--- src/rtl/uart8_receiver_pkg.sv ---
// -----------------------------------------------------------------------------
// uart8_receiver_pkg
//   Shared definitions for the UART receive path. The state encodings and the
//   default data width are common to the receiver and the matching
//   transmitter, so both import them from here rather than redefining them.
//
//   Contents:
//     DATA_BITS_8  - default number of data bits per frame
//     rx_state_e   - frame state encoding (IDLE / START / DATA / STOP)
//     majority3()  - 2-of-3 vote used when majority sampling is built in
// -----------------------------------------------------------------------------
package uart8_receiver_pkg;

  localparam int DATA_BITS_8 = 8;

  typedef enum logic [1:0] {
    STATE_IDLE      = 2'd0,
    STATE_START_BIT = 2'd1,
    STATE_DATA_BITS = 2'd2,
    STATE_STOP_BIT  = 2'd3
  } rx_state_e;

  function automatic logic majority3(input logic a, input logic b, input logic c);
    return (a & b) | (a & c) | (b & c);
  endfunction

endpackage

--- src/rtl/uart8_receiver.sv ---
// -----------------------------------------------------------------------------
// uart8_receiver
//   Oversampling UART receiver: one start bit, DATA_BITS data bits (LSB
//   first), one stop bit, no parity. The clock runs at OVERSAMPLE x baud and
//   each bit is decided at phase OVERSAMPLE/2-1 of its bit period. A good
//   frame loads 'out' and pulses 'done'; a low stop bit pulses 'err' and
//   leaves 'out' untouched. A start edge is only accepted once the line has
//   been seen high (the 'armed' flag), so a held-low break cannot retrigger.
//
//   Parameters:
//     DATA_BITS   data bits per frame (default 8)
//     OVERSAMPLE  clk cycles per bit, power of two, >= 8 (default 16)
//
//   Ports:
//     clk    in   OVERSAMPLE x baud clock, rising edge
//     rst_n  in   synchronous active-low reset
//     en     in   enables start detection only; a running frame completes
//     in     in   serial rx line, idles high
//     out    out  last good word, held until the next good frame
//     done   out  one-cycle pulse after a good stop bit
//     busy   out  high while a frame is in progress
//     err    out  one-cycle pulse after a low stop bit (framing error)
//
//   Build option:
//     UART_RX_MAJORITY_EN  when defined, each bit is the 2-of-3 majority of
//                          three consecutive line samples instead of one.
// -----------------------------------------------------------------------------
module uart8_receiver
  import uart8_receiver_pkg::*;
#(
  parameter int DATA_BITS  = DATA_BITS_8,
  parameter int OVERSAMPLE = 16
) (
  input  logic                 clk,
  input  logic                 rst_n,
  input  logic                 en,
  input  logic                 in,
  output logic [DATA_BITS-1:0] out,
  output logic                 done,
  output logic                 busy,
  output logic                 err
);

  localparam int PHASE_W = $clog2(OVERSAMPLE);
  localparam int IDX_W   = (DATA_BITS > 1) ? $clog2(DATA_BITS) : 1;

  localparam logic [PHASE_W-1:0] SAMPLE_PHASE = PHASE_W'(OVERSAMPLE / 2 - 1);
  localparam logic [IDX_W-1:0]   LAST_IDX     = IDX_W'(DATA_BITS - 1);

  rx_state_e             state, state_nxt;
  logic [PHASE_W-1:0]    phase, phase_nxt;
  logic [IDX_W-1:0]      bit_idx, bit_idx_nxt;
  logic [DATA_BITS-1:0]  shift, shift_nxt;
  logic [DATA_BITS-1:0]  out_nxt;
  logic                  done_nxt, err_nxt, busy_nxt;
  logic                  armed, armed_nxt;
  logic                  at_sample;
  logic                  sample_bit;

  // ---------------------------------------------------------------------------
  // Bit value at the sample point
  // ---------------------------------------------------------------------------
`ifdef UART_RX_MAJORITY_EN
  // Two delayed copies of the line give three consecutive samples ending at
  // the sample point, so the decision edge (and therefore latency) is the
  // same as the single-sample build. The history idles at the line's idle
  // level.
  logic in_d1, in_d2;

  always_ff @(posedge clk) begin
    if (!rst_n) begin
      in_d1 <= 1'b1;
      in_d2 <= 1'b1;
    end else begin
      in_d1 <= in;
      in_d2 <= in_d1;
    end
  end

  assign sample_bit = majority3(in_d2, in_d1, in);
`else
  assign sample_bit = in;
`endif

  assign at_sample = (phase == SAMPLE_PHASE);

  // ---------------------------------------------------------------------------
  // Next-state and output logic
  // ---------------------------------------------------------------------------
  always_comb begin
    // NOTE: every variable gets a default before the case so no path leaves
    // one unassigned; that is what keeps this block free of inferred latches.
    state_nxt   = state;
    phase_nxt   = phase + PHASE_W'(1);  // wraps naturally: OVERSAMPLE is 2^n
    bit_idx_nxt = bit_idx;
    shift_nxt   = shift;
    out_nxt     = out;
    armed_nxt   = armed;
    done_nxt    = 1'b0;
    err_nxt     = 1'b0;

    unique case (state)
      STATE_IDLE: begin
        phase_nxt = '0;
        if (in) begin
          armed_nxt = 1'b1;
        end else if (armed && en) begin
          state_nxt = STATE_START_BIT;
          armed_nxt = 1'b0;
        end
      end

      STATE_START_BIT: begin
        if (at_sample) begin
          if (sample_bit) begin
            // Line went back high before mid-bit: a glitch, not a start.
            state_nxt = STATE_IDLE;
          end else begin
            state_nxt   = STATE_DATA_BITS;
            bit_idx_nxt = '0;
          end
        end
      end

      STATE_DATA_BITS: begin
        if (at_sample) begin
          shift_nxt[bit_idx] = sample_bit;
          if (bit_idx == LAST_IDX) begin
            state_nxt = STATE_STOP_BIT;
          end else begin
            bit_idx_nxt = bit_idx + IDX_W'(1);
          end
        end
      end

      STATE_STOP_BIT: begin
        if (at_sample) begin
          state_nxt = STATE_IDLE;
          if (sample_bit) begin
            out_nxt   = shift;
            done_nxt  = 1'b1;
            // The stop bit itself proves the line is high, so an immediate
            // back-to-back start edge is accepted on the very next cycle.
            armed_nxt = 1'b1;
          end else begin
            err_nxt = 1'b1;
          end
        end
      end

      default: begin
        state_nxt = STATE_IDLE;
      end
    endcase

    busy_nxt = (state_nxt != STATE_IDLE);
  end

  // ---------------------------------------------------------------------------
  // State register
  // ---------------------------------------------------------------------------
  always_ff @(posedge clk) begin
    if (!rst_n) begin
      // NOTE: the shift register is ordinary flops, not a RAM, so it is
      // cleared with the rest; a reset mid-frame then leaves nothing behind.
      state   <= STATE_IDLE;
      phase   <= '0;
      bit_idx <= '0;
      shift   <= '0;
      out     <= '0;
      armed   <= 1'b0;
      done    <= 1'b0;
      err     <= 1'b0;
      busy    <= 1'b0;
    end else begin
      // NOTE: non-blocking assignments so every flop samples the pre-edge
      // values computed above, independent of statement order.
      state   <= state_nxt;
      phase   <= phase_nxt;
      bit_idx <= bit_idx_nxt;
      shift   <= shift_nxt;
      out     <= out_nxt;
      armed   <= armed_nxt;
      done    <= done_nxt;
      err     <= err_nxt;
      busy    <= busy_nxt;
    end
  end

endmodule

--- config.mk ---
export PLATFORM = sky130hd
export DESIGN_NAME = uart8_receiver
export DESIGN_NICKNAME = d
export VERILOG_FILES = /design/src/rtl/uart8_receiver_pkg.sv /design/src/rtl/uart8_receiver.sv
export SDC_FILE = /design/constraint.sdc
export NUM_CORES = 1
export LEC_CHECK = 0
export CAP_MARGIN = 20
export CORE_MARGIN = 1
export CORE_UTILIZATION = 30
export CTS_CLUSTER_DIAMETER = 30
export DETAILED_ROUTE_END_ITERATION = 7
export GPL_ROUTABILITY_DRIVEN = 0
export PLACE_DENSITY = 0.59
export SYNTH_ARGS = -nofsm -noshare
export SYNTH_HDL_FRONTEND = slang
export SYNTH_SLANG_ARGS = --single-unit
--- constraint.sdc ---
create_clock -name clk -period 1.5 [get_ports clk]
set_clock_uncertainty 0.05 [all_clocks]
set_input_delay 0.15 -clock clk [delete_from_list [all_inputs] [get_ports clk]]
set_output_delay 0.15 -clock clk [all_outputs]
set_load 0.03 [all_outputs]
==> results of run 1 <==
[area by class of cell]
type,count,share of cell area (%)
clock inverters,3,1.095
well taps,50,3.909
clock buffers,5,4.300
flip-flops and latches,29,36.59
repair buffers,22,12.59
inverters,3,0.7037
multi-input cells,100,40.81
[timing repair]
item | CTS | global route
pin swaps | 0 | 0
cloned | 0 | 0
setup endpoints to repair | 5 | 18
hold buffers | 0 | 0
resized for setup | 5 | 11
[sequential cells by signal (all words and copies together), names as in the netlist]
name,cells
out,8
err,1
bit_idx,3
done,1
busy,1
phase,4
shift,8
state,2
armed,1
[cell families (layout without fill, tap and decap cells)]
| family | count (synthesis) | count (layout) | synth area share, % |
|---|---|---|---|
| and+or+nand+nor | 59 | 59 | 25.93 |
| DFF | 29 | 29 | 45.22 |
| AOI/OAI and AO/OA | 26 | 26 | 11.70 |
| buffers and inverters | 12 | 33 | 5.068 |
| muxes | 10 | 10 | 7.798 |
| adders and majority gates | 3 | 3 | 2.924 |
| xor gates and xnor gates | 2 | 2 | 1.365 |
[routing by layer]
layer | track usage, % | share of wire, %
met3 | 5.068 | 5.0
met4 | 8.777 | 2.7
met2 | 24.50 | 47
met5 | 0 | 0
met1 | 16.58 | 45
[worst register-to-register path: stages (launching register included)]
cell,delay (ns)
dfxtp_1,0.37
ha_4,0.18
and4bb_1,0.26
nor4b_2,0.26
mux2i_1,0.20
[layout by cell type (no fill, tap or decap), drive strengths merged, types with 3 or more instances in the layout]
cell type      netlist  final
clkdlybuf4s50        0      6
nand3               14     14
dlygate4sd2          0      5
mux2i               10     10
and4bb               3      3
inv                  3      3
ha                   3      3
a21oi                9      9
buf                  6      8
nand4b               4      4
dlymetal6s2s         0      3
o21ai               10     10
dfxtp               29     29
nand2               18     18
clkbuf               3      5
nor2                 7      7
[through the flow]
step	instance area [µm²]	total power, mW	setup slack [ns]	instances	hold WS (ns)
detailed placement	1493	0.8477	-0.02458	204	0.3915
global route	1600	1.528	0.002196	212	0.4183
CTS	1573	1.486	0.005396	212	0.4063
finish	1600	1.463	0.04171	212	0.4060
floorplan	1284	0.8233	0.05365	141	0.1767
global placement	1493	0.8471	0.01094	204	0.3821
[final timing paths]
path            start  endpoint  slack, ns  depth (start not counted)
max              busy      busy       0.04                          1
max reg2reg  phase[1]  shift[0]       0.12                          4
min          phase[0]  phase[0]       0.41                          1
min reg2reg  phase[0]  phase[0]       0.41                          1
[power breakdown]
part	switching [mW]	internal [mW]
Sequential	0.00525	0.775
Combinational	0.0288	0.0226
Clock	0.311	0.319
==> metrics, run 1 <==
Detailed Route Iter0 Violations 60; remaining global-route overflow 0; Max-slew headroom 72.43%; syn avg cell area 9.104 µm²; Tmin final 1.458 ns; Syn Std Cell Area 1284 µm²; IO Count 15; outcome completed; Ys Warns 0; Hold Crit Class flip-flop to flip-flop; P_leak 0.6486 nW; vias in the first global route 1022; DIE HEIGHT 67.42 µm; Req. time, crit path 1.30 ns; Max-Cap Viols 0; wirelength, routed 2803 µm; area leader, netlist dfxtp_1; initial core utilization 31.64%; cell row count 23; Worst-path clk slew 0.06 ns; sequential share of the synthesized area 45.22%; clock buffer depth 2; Cell variety after synth 33; Final #Nets 168; fin util 39.44%; Final Setup Violations 0; power per cell area 913.9 nW/µm²; die area 4545 µm²; cell chain of the critical path clkdlybuf4s50_1; DR DRC count 0; CTS Buf Count 5; GRT Overall Usage 14.91%; area taken by flip-flops and latches 585.6 µm²; Cells after Synth 141; Avg Vias per Cell 5.118; I/O Buffers 14; htree depth 2; syn_nets 148; layout cell share with drive strength beyond 1 15.43%; TritonRoute pass-1 iters 6; largest net degree at the start of global routing 13; CP Class flip-flop to primary output; die width 67.42 µm; RSZ-0062 raised after global routing no; post-route ant nets 0; TritonCTS clock tree done; most common cell in the netlist dfxtp_1; first-pass GRT wire length 4761 µm; worst slew pin tran 0.4092 ns; ANT cells 0; via count 1085; slowest CP cell clkdlybuf4s50_1; crit share post-route 97.22%; multi-input logic area 653.1 µm²; setup TNS 0 ns; CP bufs+invs 1; FFs w/ async S/R, synth 0%; Area growth syn-to-layout 24.66%; final slew viol count 0; Post CTS Setup Buffer Count 0; Hold Vio Cnt, Final 0; crit-path leading delay family buffers and inverters; Worst Path Max Fanout 1; fmax 685.7 MHz; #FFs+latches synth 29; top cell type's share of synthesized area 45.22%; clk sinks 29; Max stage delay on crit path 0.66 ns; worst vdd ir 0.0003063 V; Worst Path Arrival 1.26 ns; Final HPWL DP 2032 µm; Fill cells 409; Clk Tree Root Cell clkbuf_8; initial antenna violation count 0; top post-synthesis cells by count 29 x dfxtp_1, 18 x nand2_1, 14 x nand3_1; Post-synth top flop dfxtp_1; top post-synthesis cells by area dfxtp_1 45%, mux2i_1 7.8%, nand3_1 5.5%; Core Region 4058 µm²; clk_lat worst skew 0.29 ns; Crit. End Element primary output; post-DR wirelength/cell 13.22 µm; startpoint types flip-flop; Post-synth EDFFs 0
No activity file was read; power rests on OpenSTA's default activity.
==> inputs of run 2 (changes only) <==
Settings changed: CAP_MARGIN 20 to 10.
==> results of run 2 <==
The final DEF is identical to that of run 1; final timing and power are the same.
==> inputs of run 3 (changes only) <==
Settings changed: ABC_CLOCK_PERIOD_IN_PS from default to 1500.
==> results of run 3 <==
The final DEF is identical to that of run 1; final timing and power are the same.
